===== config.mk =====
export PLATFORM = sky130hd
export DESIGN_NAME = dmem_arbiter_flat
export DESIGN_NICKNAME = d
export VERILOG_FILES = /design/src/rtl/dmem_arb_pkg.sv /design/src/rtl/dmem_arbiter_if.sv /design/src/rtl/dmem_arbiter.sv /design/src/flat_wrapper.sv
export SDC_FILE = /design/constraint.sdc
export NUM_CORES = 1
export LEC_CHECK = 0
export ABC_AREA = 0
export ABC_CLOCK_PERIOD_IN_PS = 4700
export CAP_MARGIN = 40
export CORE_AREA = 2 2 115 117
export DETAILED_ROUTE_END_ITERATION = 6
export DIE_AREA = 0 0 117 119
export GPL_TIMING_DRIVEN = 0
export PLACE_DENSITY = 0.73
export SYNTH_ARGS = -nofsm -noshare
export SYNTH_HDL_FRONTEND = slang
export SYNTH_SLANG_ARGS = --single-unit

===== constraint.sdc =====
create_clock -name clk -period 4.7 [get_ports clk]
set_input_delay 1.175 -clock clk [delete_from_list [all_inputs] [get_ports clk]]
set_output_delay 1.175 -clock clk [all_outputs]
set_load 0.005 [all_outputs]

===== src/rtl/dmem_arb_pkg.sv =====
// Shared types and widths for the data-memory arbiter.
package dmem_arb_pkg;

  typedef enum logic {
    ARB_IDLE      = 1'b0,
    ARB_READ_WAIT = 1'b1
  } arb_state_e;

  typedef enum logic {
    OWN_CPU = 1'b0,
    OWN_DMA = 1'b1
  } owner_e;

  localparam int unsigned STARVE_CNT_W = 8;
  // Wide enough for READ_LAT-1 with READ_LAT up to 3.
  localparam int unsigned LAT_CNT_W    = 2;

endpackage


===== src/rtl/dmem_arbiter_if.sv =====
// Bus bundle around the arbiter: CPU memory-stage port, DMA/loader port and data-memory port.
// The slave modport is the arbiter; the master modport is everything around it.
interface dmem_arbiter_if #(
  parameter int unsigned ADDR_W = 32,
  parameter int unsigned DATA_W = 32
);

  logic              cpu_req;
  logic              cpu_we;
  logic [ADDR_W-1:0] cpu_addr;
  logic [DATA_W-1:0] cpu_wdata;
  logic              cpu_stall;
  logic              cpu_rvalid;
  logic [DATA_W-1:0] cpu_rdata;

  logic              dma_req;
  logic              dma_we;
  logic [ADDR_W-1:0] dma_addr;
  logic [DATA_W-1:0] dma_wdata;
  logic              dma_gnt;
  logic              dma_rvalid;
  logic [DATA_W-1:0] dma_rdata;

  logic              mem_we;
  logic [ADDR_W-1:0] mem_addr;
  logic [DATA_W-1:0] mem_din;
  logic [DATA_W-1:0] mem_dout;

  modport slave (
    input  cpu_req, cpu_we, cpu_addr, cpu_wdata,
    output cpu_stall, cpu_rvalid, cpu_rdata,
    input  dma_req, dma_we, dma_addr, dma_wdata,
    output dma_gnt, dma_rvalid, dma_rdata,
    output mem_we, mem_addr, mem_din,
    input  mem_dout
  );

  modport master (
    output cpu_req, cpu_we, cpu_addr, cpu_wdata,
    input  cpu_stall, cpu_rvalid, cpu_rdata,
    output dma_req, dma_we, dma_addr, dma_wdata,
    input  dma_gnt, dma_rvalid, dma_rdata,
    input  mem_we, mem_addr, mem_din,
    output mem_dout
  );

endinterface


===== src/rtl/dmem_arbiter.sv =====
// Single-port data-memory arbiter: CPU has fixed priority, a starvation counter forces DMA grants.
// Define DMEM_ARB_PERF_EN to add the stall-cycle and forced-grant performance counters.
module dmem_arbiter
  import dmem_arb_pkg::*;
#(
  parameter int unsigned ADDR_W     = 32,
  parameter int unsigned DATA_W     = 32,
  parameter int unsigned READ_LAT   = 1,
  parameter int unsigned STARVE_MAX = 8
) (
  input  logic          clk,
  input  logic          rst,
  dmem_arbiter_if.slave bus
`ifdef DMEM_ARB_PERF_EN
  ,
  output logic [31:0]   perf_cpu_stall_cycles,
  output logic [31:0]   perf_dma_forced
`endif
);

  arb_state_e              state_q, state_d;
  owner_e                  owner_q, owner_d;
  logic [LAT_CNT_W-1:0]    lat_cnt_q, lat_cnt_d;
  logic [STARVE_CNT_W-1:0] starve_cnt_q, starve_cnt_d;
  logic                    cpu_rvalid_q, cpu_rvalid_d;
  logic                    dma_rvalid_q, dma_rvalid_d;
  logic [DATA_W-1:0]       cpu_rdata_q, cpu_rdata_d;
  logic [DATA_W-1:0]       dma_rdata_q, dma_rdata_d;

  logic                    starved;
  logic                    mem_free;
  logic                    dma_win;
  logic                    cpu_win;
  logic                    issue;
  logic                    issue_we;
  logic [ADDR_W-1:0]       issue_addr;
  logic [DATA_W-1:0]       issue_wdata;

  // Arbitration is only live in IDLE and never while reset is asserted.
  always_comb begin
    starved     = (starve_cnt_q == STARVE_CNT_W'(STARVE_MAX));
    mem_free    = !rst && (state_q == ARB_IDLE);
    dma_win     = mem_free && bus.dma_req && (!bus.cpu_req || starved);
    cpu_win     = mem_free && bus.cpu_req && !dma_win;
    issue       = dma_win || cpu_win;
    issue_we    = dma_win ? bus.dma_we    : bus.cpu_we;
    issue_addr  = dma_win ? bus.dma_addr  : bus.cpu_addr;
    issue_wdata = dma_win ? bus.dma_wdata : bus.cpu_wdata;
  end

  assign bus.mem_we   = issue && issue_we;
  assign bus.mem_addr = issue_addr;
  assign bus.mem_din  = issue_wdata;
  assign bus.dma_gnt  = dma_win;

  // A store that issues this cycle and the load-return cycle both let the pipeline advance.
  assign bus.cpu_stall = !rst && bus.cpu_req && !(cpu_win && bus.cpu_we) && !cpu_rvalid_q;

  assign bus.cpu_rvalid = cpu_rvalid_q;
  assign bus.cpu_rdata  = cpu_rdata_q;
  assign bus.dma_rvalid = dma_rvalid_q;
  assign bus.dma_rdata  = dma_rdata_q;

  always_comb begin
    state_d      = state_q;
    owner_d      = owner_q;
    lat_cnt_d    = lat_cnt_q;
    cpu_rvalid_d = 1'b0;
    dma_rvalid_d = 1'b0;
    cpu_rdata_d  = cpu_rdata_q;
    dma_rdata_d  = dma_rdata_q;

    case (state_q)
      ARB_IDLE: begin
        if (issue && !issue_we) begin
          state_d   = ARB_READ_WAIT;
          owner_d   = dma_win ? OWN_DMA : OWN_CPU;
          lat_cnt_d = LAT_CNT_W'(READ_LAT - 1);
        end
      end
      ARB_READ_WAIT: begin
        if (lat_cnt_q == '0) begin
          state_d = ARB_IDLE;
          if (owner_q == OWN_DMA) begin
            dma_rdata_d  = bus.mem_dout;
            dma_rvalid_d = 1'b1;
          end else begin
            cpu_rdata_d  = bus.mem_dout;
            cpu_rvalid_d = 1'b1;
          end
        end else begin
          lat_cnt_d = lat_cnt_q - LAT_CNT_W'(1);
        end
      end
      default: state_d = ARB_IDLE;
    endcase
  end

  always_comb begin
    if (!bus.dma_req || dma_win) begin
      starve_cnt_d = '0;
    end else if (!starved) begin
      starve_cnt_d = starve_cnt_q + STARVE_CNT_W'(1);
    end else begin
      starve_cnt_d = starve_cnt_q;
    end
  end

  always_ff @(posedge clk) begin
    if (rst) begin
      state_q      <= ARB_IDLE;
      owner_q      <= OWN_CPU;
      lat_cnt_q    <= '0;
      starve_cnt_q <= '0;
      cpu_rvalid_q <= 1'b0;
      dma_rvalid_q <= 1'b0;
      cpu_rdata_q  <= '0;
      dma_rdata_q  <= '0;
    end else begin
      state_q      <= state_d;
      owner_q      <= owner_d;
      lat_cnt_q    <= lat_cnt_d;
      starve_cnt_q <= starve_cnt_d;
      cpu_rvalid_q <= cpu_rvalid_d;
      dma_rvalid_q <= dma_rvalid_d;
      cpu_rdata_q  <= cpu_rdata_d;
      dma_rdata_q  <= dma_rdata_d;
    end
  end

`ifdef DMEM_ARB_PERF_EN
  logic [31:0] perf_stall_q;
  logic [31:0] perf_forced_q;

  // A forced grant is one the CPU would otherwise have taken.
  always_ff @(posedge clk) begin
    if (rst) begin
      perf_stall_q  <= '0;
      perf_forced_q <= '0;
    end else begin
      if (bus.cpu_stall && (perf_stall_q != '1)) begin
        perf_stall_q <= perf_stall_q + 32'd1;
      end
      if (dma_win && bus.cpu_req && (perf_forced_q != '1)) begin
        perf_forced_q <= perf_forced_q + 32'd1;
      end
    end
  end

  assign perf_cpu_stall_cycles = perf_stall_q;
  assign perf_dma_forced       = perf_forced_q;
`endif

endmodule


===== src/flat_wrapper.sv =====
// flat-port wrapper written by rule: the top's interface ports become plain ports
module dmem_arbiter_flat import dmem_arb_pkg::*;
#(
  parameter int unsigned ADDR_W     = 32,
  parameter int unsigned DATA_W     = 32,
  parameter int unsigned READ_LAT   = 1,
  parameter int unsigned STARVE_MAX = 8
)
  (clk, rst, bus_cpu_req, bus_cpu_we, bus_cpu_addr, bus_cpu_wdata, bus_cpu_stall, bus_cpu_rvalid, bus_cpu_rdata, bus_dma_req, bus_dma_we, bus_dma_addr, bus_dma_wdata, bus_dma_gnt, bus_dma_rvalid, bus_dma_rdata, bus_mem_we, bus_mem_addr, bus_mem_din, bus_mem_dout);
  dmem_arbiter_if #(.ADDR_W(ADDR_W), .DATA_W(DATA_W)) bus_i ();
  input  logic clk;
  input  logic rst;
  input wire logic [$bits(bus_i.cpu_req)-1:0] bus_cpu_req;
  input wire logic [$bits(bus_i.cpu_we)-1:0] bus_cpu_we;
  input wire logic [$bits(bus_i.cpu_addr)-1:0] bus_cpu_addr;
  input wire logic [$bits(bus_i.cpu_wdata)-1:0] bus_cpu_wdata;
  output wire logic [$bits(bus_i.cpu_stall)-1:0] bus_cpu_stall;
  output wire logic [$bits(bus_i.cpu_rvalid)-1:0] bus_cpu_rvalid;
  output wire logic [$bits(bus_i.cpu_rdata)-1:0] bus_cpu_rdata;
  input wire logic [$bits(bus_i.dma_req)-1:0] bus_dma_req;
  input wire logic [$bits(bus_i.dma_we)-1:0] bus_dma_we;
  input wire logic [$bits(bus_i.dma_addr)-1:0] bus_dma_addr;
  input wire logic [$bits(bus_i.dma_wdata)-1:0] bus_dma_wdata;
  output wire logic [$bits(bus_i.dma_gnt)-1:0] bus_dma_gnt;
  output wire logic [$bits(bus_i.dma_rvalid)-1:0] bus_dma_rvalid;
  output wire logic [$bits(bus_i.dma_rdata)-1:0] bus_dma_rdata;
  output wire logic [$bits(bus_i.mem_we)-1:0] bus_mem_we;
  output wire logic [$bits(bus_i.mem_addr)-1:0] bus_mem_addr;
  output wire logic [$bits(bus_i.mem_din)-1:0] bus_mem_din;
  input wire logic [$bits(bus_i.mem_dout)-1:0] bus_mem_dout;
  assign bus_i.cpu_req = bus_cpu_req;
  assign bus_i.cpu_we = bus_cpu_we;
  assign bus_i.cpu_addr = bus_cpu_addr;
  assign bus_i.cpu_wdata = bus_cpu_wdata;
  assign bus_cpu_stall = bus_i.cpu_stall;
  assign bus_cpu_rvalid = bus_i.cpu_rvalid;
  assign bus_cpu_rdata = bus_i.cpu_rdata;
  assign bus_i.dma_req = bus_dma_req;
  assign bus_i.dma_we = bus_dma_we;
  assign bus_i.dma_addr = bus_dma_addr;
  assign bus_i.dma_wdata = bus_dma_wdata;
  assign bus_dma_gnt = bus_i.dma_gnt;
  assign bus_dma_rvalid = bus_i.dma_rvalid;
  assign bus_dma_rdata = bus_i.dma_rdata;
  assign bus_mem_we = bus_i.mem_we;
  assign bus_mem_addr = bus_i.mem_addr;
  assign bus_mem_din = bus_i.mem_din;
  assign bus_i.mem_dout = bus_mem_dout;
  dmem_arbiter #(.ADDR_W(ADDR_W), .DATA_W(DATA_W), .READ_LAT(READ_LAT), .STARVE_MAX(STARVE_MAX)) u_core (.clk(clk), .rst(rst), .bus(bus_i));
endmodule

======== Yosys cells after proc, flatten, opt, wreduce, memory -nomap -nowiden ========
Index checks and enable logic that the tools add are counted.
word-level totals
  register bits after elaboration ......... 78
  input port bits ......................... 166
  output and inout port bits .............. 133
  word-level logic and storage cells ...... 56
cells by class
  add/sub/neg operators ................... 2
  equality and inequality tests ........... 3
  muxes and demuxes ....................... 12
  bitwise operators ....................... 3
  reductions and logical operators ........ 28
operator list
  operator                                                                number
  32-bit two-way mux                                                      2
  1-bit logical AND                                                       11
  8-bit by 1-bit adder with 8-bit output (second input constant)          1
  8-bit by 4-bit equality test with 1-bit output (second input constant)  1
  1-bit logical NOT                                                       7
  1-bit two-way mux                                                       6
  3-bit AND reduction                                                     2
  2-bit two-way mux                                                       2
  2-bit inequality test (second input constant)                           2
  2-bit case mux with 2 select lines                                      1
  2-bit AND reduction                                                     2
  1-bit logical OR                                                        3
  1-bit NOT                                                               3
  3-bit OR reduction                                                      1
  2-bit logical NOT                                                       1
  1-bit case mux with 2 select lines                                      1
  2-bit OR reduction                                                      1
  2-bit by 1-bit subtractor with 2-bit output (second input constant)     1

======== Depth between registers and ports, before layout ========
  depth in word-level cells ............... 10
  depth in mapped cells ................... 11
  mapped depth without buffers ............ 8

======== Worst setup path after synthesis ========
Ideal clock, no wire load.
  path kind ............................... input to output
  start ................................... input port bus_dma_req
  end ..................................... output port bus_mem_addr[0]
  arrival time ............................ 2090 ps
  data required time ...................... 3525 ps
  path slack .............................. 1435 ps
  cell stages on the path ................. 9
  path buffers ............................ 3
  cell sequence ........................... nor2b_1 > nand2_1 > a21o_1 > buf_6 > clkinv_4 > buf_6 > buf_6 > nand2_1 > nand2_1
between the ends
  longest elaborated chain between the ends .. 3
RTL lines
  what                            line                RTL
  from (decl)                     flat_wrapper.sv:20  input wire logic [$bits(bus_i.dma_req)-1:0] bus_dma_req;
  1-bit logical AND (2 in a row)  dmem_arbiter.sv:43  dma_win = mem_free && bus.dma_req && (!bus.cpu_req || starved);
  32-bit two-way mux              dmem_arbiter.sv:47  issue_addr = dma_win ? bus.dma_addr : bus.cpu_addr;
  to (decl)                       flat_wrapper.sv:28  output wire logic [$bits(bus_i.mem_addr)-1:0] bus_mem_addr;
No other way between the ends.

======== Final worst setup path ========
  start ................................... input port bus_dma_req
  end ..................................... output port bus_mem_addr[9]
The elaborated chain is that of the path after synthesis.

==> impl_metrics.toml <==
[clocking]
clock_sinks = 78
cts_root_buffer = "clkbuf_16"
cts_resized = 0
cts_hold_buf = 0
worstSkewPairLatency_ns = 0.33
cts_buffers = 9
post_cts_buffers = 0
clkTransAtPathRegs_ns = 0.06
cts_buffer_depth = 2
htree_levels = 3
cts_tree = "built"

[flow_run]
maxCapViolCount = 0

[timing]
setup_viol = 0
tightest_slew_ns = 0.6418
rsz0062_at_grt = "false"
hold_violations = 0
maxSlewHeadroom_pct = 57.21
skew_ns = 0.005303
fmax_mhz = 219.1
min_period_over_period_pct = 97.10
min_period_ns = 4.564
maxSlewViolCount = 0
tns_ns = 0

[placed_design]
gp_congestion = 0.8360
port_buffers = 298
dp_hpwl_mm = 12.92

[drt]
drt_iter0_markers = 192
wl_per_cell_um = 15.37
vias = 4667
avgViaCountPerCell = 4.411
first_pass_iters = 4
drc = 0
routed_wl_mm = 16.27
antenna_left = 0

[yosys]
syn_nets = 737
yosys_warnings = 0
synth_area_um2 = 3727
seq_area_frac_synth_pct = 41.89
synth-seq-cells = 78
ys_async_sr_fraction_pct = 0
synth_ff_type = "dfxtp_1"
synth_enable_flop_cells = 0
synth_cell_types = 32
syn_avg_cell_area_um2 = 6.562
synthCells = 568

[setup_path]
path_class = "in2out"
end_kind = "primary output"
required_ns = 3.52
critPathSlowestCell = "clkdlybuf4s50_1"
cp_top_family = "buffers and inverters"
path_buf_inv = 6
cpPeakStageDelay_ns = 0.61
cp.arrival_ns = 3.39
crit_chain = "clkdlybuf4s50_1, nor2b_2, nand2_1, a21o_1, buf_6, clkinv_4, buf_6, buf_6, nand2_1, nand2_1, clkdlybuf4s50_1"
start_kind = "primary input"
critPathMaxFanout = 10

[layout]
syn_to_final_growth_pct = 93.55
nets = 1046
drive_gt1_share_pct = 3.741
diodes = 0

[die]
die_w_um = 117
die_area_um2 = 13920
initial_core_util_pct = 28.95
coreArea_um2 = 12870
rows = 42
die_y_um = 119
ios = 299

[global_routing]
grt_use_total_pct = 22.33
grt_pass1_vias = 4412
antenna_found_initial = 1
grt_overflow_total = 0
grt_max_degree = 14
grt_pass1_wl_mm = 23.91

[power]
pwr_density_cell_nw_per_um2 = 242.8
finalPower_mw = 1.751
ir_drop_uv = 214.0
leakage_nw = 2.873

[min_path]
hold_path_class = "reg2reg"

[status]
status = "complete, no violations"
sequential cells by signal (all words and copies together), names as in the netlist:
register               flops
u_core.state_q             1
u_core.bus.cpu_rdata      32
u_core.owner_q             1
u_core.bus.dma_rdata      32
u_core.lat_cnt_q           2
u_core.starve_cnt_q        8
u_core.bus.dma_rvalid      1
u_core.bus.cpu_rvalid      1
report_power, final:
group	switching (mW)	total (mW)	internal (mW)
Sequential	0.0108	0.690	0.679
Combinational	0.155	0.420	0.264
Clock	0.270	0.642	0.372
final cells by class:
| class | instances | area, um^2 |
|---|---|---|
| repair buffers | 298 | 2988 |
| flip-flops and latches | 78 | 1562 |
| plain buffers | 37 | 216.5 |
| well taps | 176 | 220.2 |
| fillers | 1226 | 5660 |
| multi-input cells | 446 | 1921 |
| clock buffers | 11 | 242.7 |
| clock inverters | 5 | 33.78 |
| inverters | 7 | 31.28 |
worst paths after layout:
| path | start | to | slack, ns | cells after the start |
|---|---|---|---|---|
| max | bus_dma_req | bus_mem_addr[9] | 0.14 | 11 |
| min | u_core.bus.dma_rdata[3] | u_core.bus.dma_rdata[3] | 0.45 | 2 |
| max reg2reg | u_core.starve_cnt_q[0] | u_core.owner_q | 2.74 | 10 |
| min reg2reg | u_core.bus.dma_rdata[3] | u_core.bus.dma_rdata[3] | 0.45 | 2 |
logic make-up (layout without fill, tap and decap cells):
kind of cell / after synthesis / in the layout / synth area share, %
AND/OR/NAND/NOR: 358 / 358 / 37.33
AO/OA/AOI/OAI: 76 / 76 / 10.98
buffers and inverters: 44 / 358 / 6.647
multiplexers: 1 / 1 / 0.2686
XOR/XNOR: 8 / 8 / 1.880
adder cells (fa/ha/maj): 3 / 3 / 1.007
flip-flops: 78 / 78 / 41.89
cells in the final DEF, fill, tap and decap left out, types with 5 or more instances in the layout:
| cell | instances |
|---|---|
| clkbuf_1 | 25 |
| nand3_1 | 7 |
| nor2_1 | 15 |
| inv_1 | 6 |
| xor2_1 | 5 |
| a21oi_1 | 66 |
| dfxtp_1 | 78 |
| clkbuf_16 | 9 |
| nand2_1 | 324 |
| clkdlybuf4s50_1 | 296 |
| buf_6 | 10 |
worst register-to-register path: stages, from the launching register on:
cell and delay (ns):
dfxtp_1 0.44, inv_1 0.07, ha_1 0.19, nor4b_2 0.16
nand3_2 0.13, a21o_1 0.16, buf_6 0.13, clkinv_4 0.07
buf_6 0.15, o31ai_1 0.24, a21oi_1 0.09
cell usage after synthesis (2+ instances only):
| master | instances | share of area [%] |
|---|---|---|
| nor2_1 | 15 | 1.5 |
| buf_2 | 2 | 0.27 |
| ha_1 | 3 | 1.0 |
| dfxtp_1 | 78 | 42 |
| nand2_1 | 324 | 33 |
| nor3_1 | 3 | 0.40 |
| xnor2_1 | 3 | 0.71 |
| and3_1 | 3 | 0.50 |
| xor2_1 | 5 | 1.2 |
| nand2b_1 | 2 | 0.34 |
| a21oi_1 | 66 | 8.9 |
| inv_1 | 6 | 0.60 |
| nand3_1 | 7 | 0.94 |
| clkbuf_1 | 24 | 2.4 |
| buf_6 | 10 | 3.0 |
metrics by stage:
step                setup WS [ns]  util, %  hold slack, ns  area, um^2  std cells
floorplan                   1.435        -          0.4527        3727        568
global placement          0.07120    53.83          0.4407        6930       1042
detailed placement        0.07549    53.83          0.4458        6930       1042
CTS                       0.06465    55.98          0.4533        7207       1058
global route              0.02928    56.04          0.4678        7214       1058
finish                     0.1364    56.04          0.4510        7214       1058
per-layer routing:
| metal | vias to the layer above | GRT usage (%) | wire [um] |
|---|---|---|---|
| met3 | 22 | 8.346 | 1597 |
| met1 | 2053 | 26.44 | 6839 |
| met5 | - | 0 | 19 |
| li1 | 2396 | - | - |
| met2 | 194 | 37.36 | 7493 |
| met4 | 2 | 6.544 | 315 |
No activity file was read; power rests on OpenSTA's default activity.
